`config.mk`:
```
export PLATFORM = sky130hd
export DESIGN_NAME = pipe_ctrl
export DESIGN_NICKNAME = d
export VERILOG_FILES = /design/src/rtl/pipe_ctrl.sv
export SDC_FILE = /design/constraint.sdc
export NUM_CORES = 1
export LEC_CHECK = 0
export CAP_MARGIN = 30
export CORE_ASPECT_RATIO = 0.8
export CORE_MARGIN = 2
export CORE_UTILIZATION = 38
export DETAILED_ROUTE_END_ITERATION = 7
export GPL_TIMING_DRIVEN = 0
export PLACE_DENSITY = 0.94
export SETUP_SLACK_MARGIN = 0.1
export SYNTH_ARGS = -nofsm -noshare
export SYNTH_HDL_FRONTEND = slang
export SYNTH_SLANG_ARGS = --single-unit
```
`constraint.sdc`:
```
create_clock -name clk -period 3.34 [get_ports clk]
set_input_delay 0.501 -clock clk [delete_from_list [all_inputs] [get_ports clk]]
set_output_delay 0.501 -clock clk [all_outputs]
set_load 0.03 [all_outputs]
```
`src/rtl/pipe_ctrl.sv`:
```
// Pipeline hazard/stall controller: load-use interlock, jump flush, data-memory
// wait with timeout abort, and a drain-then-halt sequence. All outputs are combinational.
module pipe_ctrl #(
  parameter int MEM_TIMEOUT = 255,
  parameter int DRAIN_DEPTH = 3
) (
  input  logic        clk,
  input  logic        rst_n,
  input  logic [4:0]  id_rs1_addr_i,
  input  logic [4:0]  id_rs2_addr_i,
  input  logic        id_rs1_used_i,
  input  logic        id_rs2_used_i,
  input  logic        ex_is_load_i,
  input  logic [4:0]  ex_rd_addr_i,
  input  logic        ex_reg_wen_i,
  input  logic        ex_jump_en_i,
  input  logic [31:0] ex_jump_addr_i,
  input  logic        dmem_req_i,
  input  logic        dmem_ready_i,
  input  logic        halt_req_i,
  output logic        halt_ack_o,
  output logic        pc_hold_o,
  output logic        if_id_hold_o,
  output logic        id_ex_hold_o,
  output logic        ex_mem_hold_o,
  output logic        if_id_flush_o,
  output logic        id_ex_flush_o,
  output logic        mem_wb_bubble_o,
  output logic        jump_en_o,
  output logic [31:0] jump_addr_o,
  output logic        mem_timeout_o
);

  typedef enum logic [1:0] {RUN, MEM_WAIT, DRAIN, HALTED} state_t;

  localparam logic [7:0] TMO = 8'(MEM_TIMEOUT);
  localparam logic [1:0] DD  = 2'(DRAIN_DEPTH);

  state_t     state, state_nxt, ret_state, ret_nxt;
  logic [7:0] wait_cnt, wait_nxt;
  logic [1:0] drain_cnt, drain_nxt;

  logic memwait, loaduse, rs1_hit, rs2_hit, drain_act;
  logic pc_hold, if_id_hold, id_ex_hold, ex_mem_hold;
  logic if_id_flush, id_ex_flush, bubble, jump_en, timeout, ack;

  assign memwait = dmem_req_i & ~dmem_ready_i;
  assign rs1_hit = id_rs1_used_i & (id_rs1_addr_i == ex_rd_addr_i);
  assign rs2_hit = id_rs2_used_i & (id_rs2_addr_i == ex_rd_addr_i);
  assign loaduse = ex_is_load_i & ex_reg_wen_i & (ex_rd_addr_i != 5'd0) & (rs1_hit | rs2_hit);

  always_ff @(posedge clk or negedge rst_n) begin
    if (!rst_n) begin
      state     <= RUN;
      ret_state <= RUN;
      wait_cnt  <= '0;
      drain_cnt <= '0;
    end else begin
      state     <= state_nxt;
      ret_state <= ret_nxt;
      wait_cnt  <= wait_nxt;
      drain_cnt <= drain_nxt;
    end
  end

  always_comb begin
    state_nxt   = state;
    ret_nxt     = ret_state;
    wait_nxt    = wait_cnt;
    drain_nxt   = drain_cnt;
    pc_hold     = 1'b0;
    if_id_hold  = 1'b0;
    id_ex_hold  = 1'b0;
    ex_mem_hold = 1'b0;
    if_id_flush = 1'b0;
    id_ex_flush = 1'b0;
    bubble      = 1'b0;
    jump_en     = 1'b0;
    timeout     = 1'b0;
    ack         = 1'b0;
    // a halt request in RUN already stops fetch on the cycle it is seen
    drain_act   = (state == DRAIN) | halt_req_i;
    case (state)
      RUN, DRAIN: begin
        if (memwait) begin
          {pc_hold, if_id_hold, id_ex_hold, ex_mem_hold, bubble} = '1;
          state_nxt = MEM_WAIT;
          ret_nxt   = state;
          wait_nxt  = 8'd1;
        end else begin
          if (ex_jump_en_i) begin
            {jump_en, if_id_flush, id_ex_flush} = '1;
          end else if (loaduse) begin
            {pc_hold, if_id_hold, id_ex_flush} = '1;
          end else if (drain_act) begin
            {pc_hold, if_id_flush} = '1;
          end
          if (state == RUN) begin
            if (halt_req_i) begin
              state_nxt = DRAIN;
              drain_nxt = DD;
            end
          end else if (!halt_req_i) begin
            state_nxt = RUN;
          end else if (ex_jump_en_i) begin
            drain_nxt = DD;
          end else if (!loaduse) begin
            if (drain_cnt <= 2'd1) state_nxt = HALTED;
            else                   drain_nxt = drain_cnt - 2'd1;
          end
        end
      end
      MEM_WAIT: begin
        if (memwait && wait_cnt >= TMO) begin
          // give up on the access: release the pipe and discard the MEM result
          {timeout, bubble} = '1;
          state_nxt = ret_state;
          wait_nxt  = '0;
        end else if (memwait) begin
          {pc_hold, if_id_hold, id_ex_hold, ex_mem_hold, bubble} = '1;
          wait_nxt = wait_cnt + 8'd1;
        end else begin
          state_nxt = ret_state;
          wait_nxt  = '0;
          if (ex_jump_en_i) begin
            {jump_en, if_id_flush, id_ex_flush} = '1;
            if (ret_state == DRAIN) drain_nxt = DD;
          end else if (loaduse) begin
            {pc_hold, if_id_hold, id_ex_flush} = '1;
          end
        end
      end
      HALTED: begin
        {ack, pc_hold, if_id_flush} = '1;
        if (!halt_req_i) state_nxt = RUN;
      end
      default: state_nxt = RUN;
    endcase
  end

  // hold wins over flush on the same register; everything is quiet in reset
  assign pc_hold_o       = rst_n & pc_hold;
  assign if_id_hold_o    = rst_n & if_id_hold;
  assign id_ex_hold_o    = rst_n & id_ex_hold;
  assign ex_mem_hold_o   = rst_n & ex_mem_hold;
  assign if_id_flush_o   = rst_n & if_id_flush & ~if_id_hold;
  assign id_ex_flush_o   = rst_n & id_ex_flush & ~id_ex_hold;
  assign mem_wb_bubble_o = rst_n & bubble;
  assign jump_en_o       = rst_n & jump_en;
  assign jump_addr_o     = ex_jump_addr_i;
  assign mem_timeout_o   = rst_n & timeout;
  assign halt_ack_o      = rst_n & ack;

endmodule

```
### Word-level counts from Yosys, hierarchy flattened

Index checks and enable logic that the tools add are counted.
W data, S select, Z words.

| operators by class | value |
|---|---|
| bitwise logic cells | 22 |
| multiplexer cells | 57 |
| $lt $le $gt $ge | 2 |
| reduce and logical (&&, ||, !) cells | 8 |
| add/sub/neg operators | 2 |
| equal/unequal tests | 20 |

Operator list:

| operator | number |
|---|---|
| $mux W2 | 21 |
| $mux W8 | 3 |
| $mux W1 | 23 |
| $and A1 B1 Y1 | 17 |
| $ne A2 B2 Y1 const B | 8 |
| $pmux W8 S2 | 1 |
| $ne A5 B5 Y1 const B | 3 |
| $ne A4 B4 Y1 const B | 3 |
| $eq A5 B5 Y1 | 2 |
| $pmux W1 S2 | 5 |
| $reduce_and A9 Y1 | 1 |
| $add A8 B1 Y8 const B | 1 |
| $ge A8 B8 Y1 const B | 1 |
| $eq A2 B2 Y1 const B | 3 |
| $pmux W1 S3 | 2 |
| $pmux W2 S3 | 1 |
| $reduce_and A5 Y1 | 1 |
| $reduce_bool A5 Y1 | 1 |
| $pmux W2 S2 | 1 |
| $not A1 Y1 | 3 |
| $eq A2 B1 Y1 const B | 1 |
| $le A2 B1 Y1 const B | 1 |
| $logic_not A2 Y1 | 1 |
| $or A1 B1 Y1 | 2 |
| 5 further kinds | 5 |

| word-level totals | value |
|---|---|
| flip-flop bits (word level) | 14 |
| output and inout port bits | 42 |
| logic and storage cells | 115 |

### Longest topological paths before layout

| depth | value |
|---|---|
| depth in word-level cells | 11 |
| gate-level depth with buffers | 6 |
| mapped depth without buffers | 6 |

### Least setup slack after synthesis

No wires, ideal clock.

| timing | value |
|---|---|
| path type | in2out |
| start point | in ex_rd_addr_i[1] |
| end point | out if_id_flush_o |
| slack | 0.842 ns |
| data arrival time | 1.997 ns |
| data required time | 2.839 ns |
| stages on the path | 5 |
| path through | or3_1 o311a_1 and2_4 buf_6 a31oi_1 |

| between the ends | value |
|---|---|
| longest elaborated chain between the ends | 11 |

Ends and longest elaborated chain:

| element | RTL line | RTL |
|---|---|---|
| from (decl) | 14 | `input logic [4:0] ex_rd_addr_i,` |
| $eq A5 B5 Y1, on equally long branches | 48, 49 |  |
| $and A1 B1 Y1, on equally long branches | 48, 49 |  |
| $or A1 B1 Y1 | 50 | `assign loaduse = ex_is_load_i & ex_reg_wen_i & (ex_rd_addr_i != 5'd0) & (rs1_hit \| rs2_hit);` |
| $and A1 B1 Y1 * | 50 |  |
| $mux W1 | 93, 128 |  |
| $mux W1 | 125 | `if (ex_jump_en_i) begin` |
| $mux W1 | 119 | `end else if (memwait) begin` |
| $mux W1 | 114 | `if (memwait && wait_cnt >= TMO) begin` |
| $pmux W1 S2 | 83 | `case (state)` |
| $not A1 Y1 | 146 | `assign if_id_flush_o = rst_n & if_id_flush & ~if_id_hold;` |
| $and A1 B1 Y1 * | 146 |  |
| to (decl) | 26 | `output logic if_id_flush_o,` |

Mark *: on every way between the ends. The rest lies on a longest branch, timed or not.

### Worst setup path in the final report

| timing | value |
|---|---|
| start point | reg wait_cnt[0] |
| end point | out mem_timeout_o |

| between the ends | value |
|---|---|
| longest elaborated chain between the ends | 5 |

Ends and longest elaborated chain:

| element | RTL line | RTL |
|---|---|---|
| from (decl) | 40 | `logic [7:0] wait_cnt, wait_nxt;` |
| from (signal assigned) | 61 | `wait_cnt <= wait_nxt;` |
| $ge A8 B8 Y1 | 114 |  |
| $logic_and A1 B1 Y1 | 114 |  |
| $mux W1 | 114 |  |
| $mux W1 | 83 |  |
| $and A1 B1 Y1 | 151 | `assign mem_timeout_o = rst_n & timeout;` |
| to (decl) | 31 | `output logic mem_timeout_o` |

No other way between the ends.

==> impl_results.md <==
* Status: finished clean
* Cell variety after synth at 44
* Ys async rst share at 100%
* Max incr delay on CP at 0.72 ns
* Vias per cell at just over 5
* Die Y at 58.1 um
* VDD IR-drop max at around 0.00016 V
* Max_slew headroom at approximately three fifths
* Detailed placer's ending HPWL at 2860 um
* Synth Flop Type: dfrtp_1
* Final Hold Fails at 0
* Hold slack at around 0.17 ns
* Final Instance Area at ~2200 um^2
* Area of the multi-input gates at ~770 um^2
* Fillers at approximately 290
* Area contributors post-synth: dfrtp_1 (25%), buf_4 (18%), xnor2_1 (6.3%)
* Met3 WL post-DR at around 330 um
* Min setup slack post-route at between 0.2 and 0.3 ns
* Met1 wire length at about 1600 um
* CP required at ~2.8 ns
* Critical path class: flop to output pin
* Total number of vias at around 1500
* Period utilisation layout at around nine tenths
* IO Port Bufs at 66
* Routability congestion estimate from global placement at 0.823
* Post-synth EDFFs at 0
* Avg Inst Size Synth at 8.27 um^2
* Arrival @ worst endpoint at ~2.6 ns
* H-tree Lvls at 1
* Clk_lat worst skew at 0.26 ns
* Final Skew at 0.00955 ns
* CP delay by family, top: simple AND/OR/NAND/NOR gates
* Slew Viols, Final at 0
* Element type at the critical path end: output pin
* Die width at 71.6 um
* Final WL at 3730 um
* Final Power at roughly 0.00066 W
* Deepest clock path buffer count at 2
* Ant. Diodes at 0
* Max-cap check violation count at 0
* Yosys Warn Count at 0
* Nets at just under 300
* Initial antenna violation count at 0
* Area leader, netlist: dfrtp_1
* I/O pin count at 99
* Worst-path fanout max at 6
* Tmin final at around 3.1 ns
* Core Box Area at about 3500 um^2
* Fmax at ~0.33 GHz
* Startpoint types: flop
* Initial Util at 40.0%
* Row count at 19
* Highest metal used: met4
* Met2 Wirelength at roughly 1800 um
* Die ar. at between 4000 and 5000 um^2
* Synth Cell Area at between 1000 and 1500 um^2
* Cell Area, Placed at 2100 um^2
* Top cell type's share of synthesized area at approximately a quarter
* CP Buf/Inv Count at 1
* Synth Instances at approximately 170
* Vias in the first global route at roughly 1400
* Syn_nets at 227
* Reg clk slew, reported paths at around 0.07 ns
* Synthesis-stage register bit count at 14
* CTS tree: done
* Post-place setup slack at -0.161 ns
* Area Overhead vs Synth at 55.9%
* TritonCTS Buffers at 3
* Proportion of layout cells with a drive suffix above 1 at a little over a fifth
* Post-route ant nets at 0
* Total gr overflow at 0
* HP Class: primary input to async pin
* Setup violators final at 0
* Top-count cell post-synth: buf_4
* First-pass DRT Iterations at 4
* First-pass GRT wire length at approximately 6000 um
* # Post-CTS Setup Buffers at 0
* Static Leak at ~0.96 nW
* WL/cell at 13.3 um
* # DRC at 0
* Slowest CP cell: clkdlybuf4s50_1
* GRT Total Usage at around 18%
* Clock Sinks at 14
* RSZ-0062 raised after global routing: no
* Seq/Total Area, Yosys at 25.2%
* Worst-Margin Slew at approximately 0.58 ns
* Initial drt markers at between 150 and 200
* Synth top cells by count: buf_4 (33), dfrtp_1 (14), nand2_1 (12), o21ai_0 (11), xnor2_1 (10)
* Largest net degree at the start of global routing at 20
* Sequential Area at ~350 um^2
* Worst-path cell chain: ha_1 -> nand3_2 -> or3_1 -> nor3_1 -> clkdlybuf4s50_1
* Pwr per Cell Area at 304 nW/um^2
* Clock root buffer master: clkbuf_8
registers in the layout, summed over array words and instances (netlist names):
signal,cells
state,2
drain_cnt,2
wait_cnt,8
ret_state,2
final cells by class:
class	count	share of cell area [%]
Buffer	37	12.5
Multi-Input combinational cell	113	35.4
Tap cell	42	2.43
Timing Repair Buffer	66	30.2
Clock buffer	4	2.54
Inverter	4	0.693
Sequential cell	14	16.2
final timing paths:
check	startpoint	endpoint	slack [ns]	cells after the start
max	wait_cnt[0]$_DFFE_PN0P_	mem_timeout_o	0.28	5
max reg2reg	wait_cnt[0]$_DFFE_PN0P_	wait_cnt[7]$_DFFE_PN0P_	1.32	5
max in group asynchronous	rst_n	wait_cnt[5]$_DFFE_PN0P_	2.84	1
min in group clk	ret_state[1]$_DFFE_PN0N_	ret_state[1]$_DFFE_PN0N_	0.52	1
min	rst_n	wait_cnt[7]$_DFFE_PN0P_	0.17	1
min reg2reg	ret_state[1]$_DFFE_PN0N_	ret_state[1]$_DFFE_PN0N_	0.52	1
per-stage QoR:
| step | setup TNS [ns] | util, % | instances |
|---|---|---|---|
| floorplan | 0 | - | 168 |
| global placement | -0.166 | 60.6 | 276 |
| detailed placement | -0.174 | 60.6 | 276 |
| CTS | 0 | 62.0 | 280 |
| global route | 0 | 62.4 | 280 |
| finish | 0 | 62.4 | 280 |
report_power, final:
part / switching (W) / internal, W
Clock: 0.0000669 / 0.000105
Sequential: 0.0000155 / 0.000185
Combinational: 0.000144 / 0.000143
routing by layer:
| layer | up-vias | GRT usage [%] |
|---|---|---|
| li1 | 711 | - |
| met1 | 654 | 22.1 |
| met2 | 83 | 29.9 |
| met3 | 6 | 4.35 |
| met4 | 0 | 5.93 |
| met5 | - | 0 |
cell families (layout without fill, tap and decap cells):
group                      count (synthesis)  in the layout  synth area share [%]
xor gates and xnor gates                  10             10                  6.31
AOI/OAI and AO/OA                         42             42                  21.4
DFF                                       14             14                  25.2
muxes                                      2              2                  1.53
and+or+nand+nor                           57             57                  23.2
adders and majority gates                  2              2                  1.80
buffers and inverters                     41            111                  20.6
cell usage in the layout, fill, tap and decap left out, types with 3 or more instances in the layout:
cell and count:
and3_1 6, inv_1 4, a21oi_1 5, clkdlybuf4s50_1 61, nor2_1 8, dlygate4sd2_1 3
a31oi_1 3, o31ai_1 3, dfrtp_1 14, xnor2_1 10, or3_1 4, a21o_1 3
nor3_1 3, nand2_1 12, nor2b_1 6, buf_4 33, clkbuf_8 4, nand2b_1 3
o21ai_0 11, nand4b_1 3
repair_timing:
action                     CTS  global route
resized for setup            4             6
setup endpoints to repair    5             2
hold buffers                 0             0
gates cloned                 0             0
No activity file was read; power rests on OpenSTA's default activity.
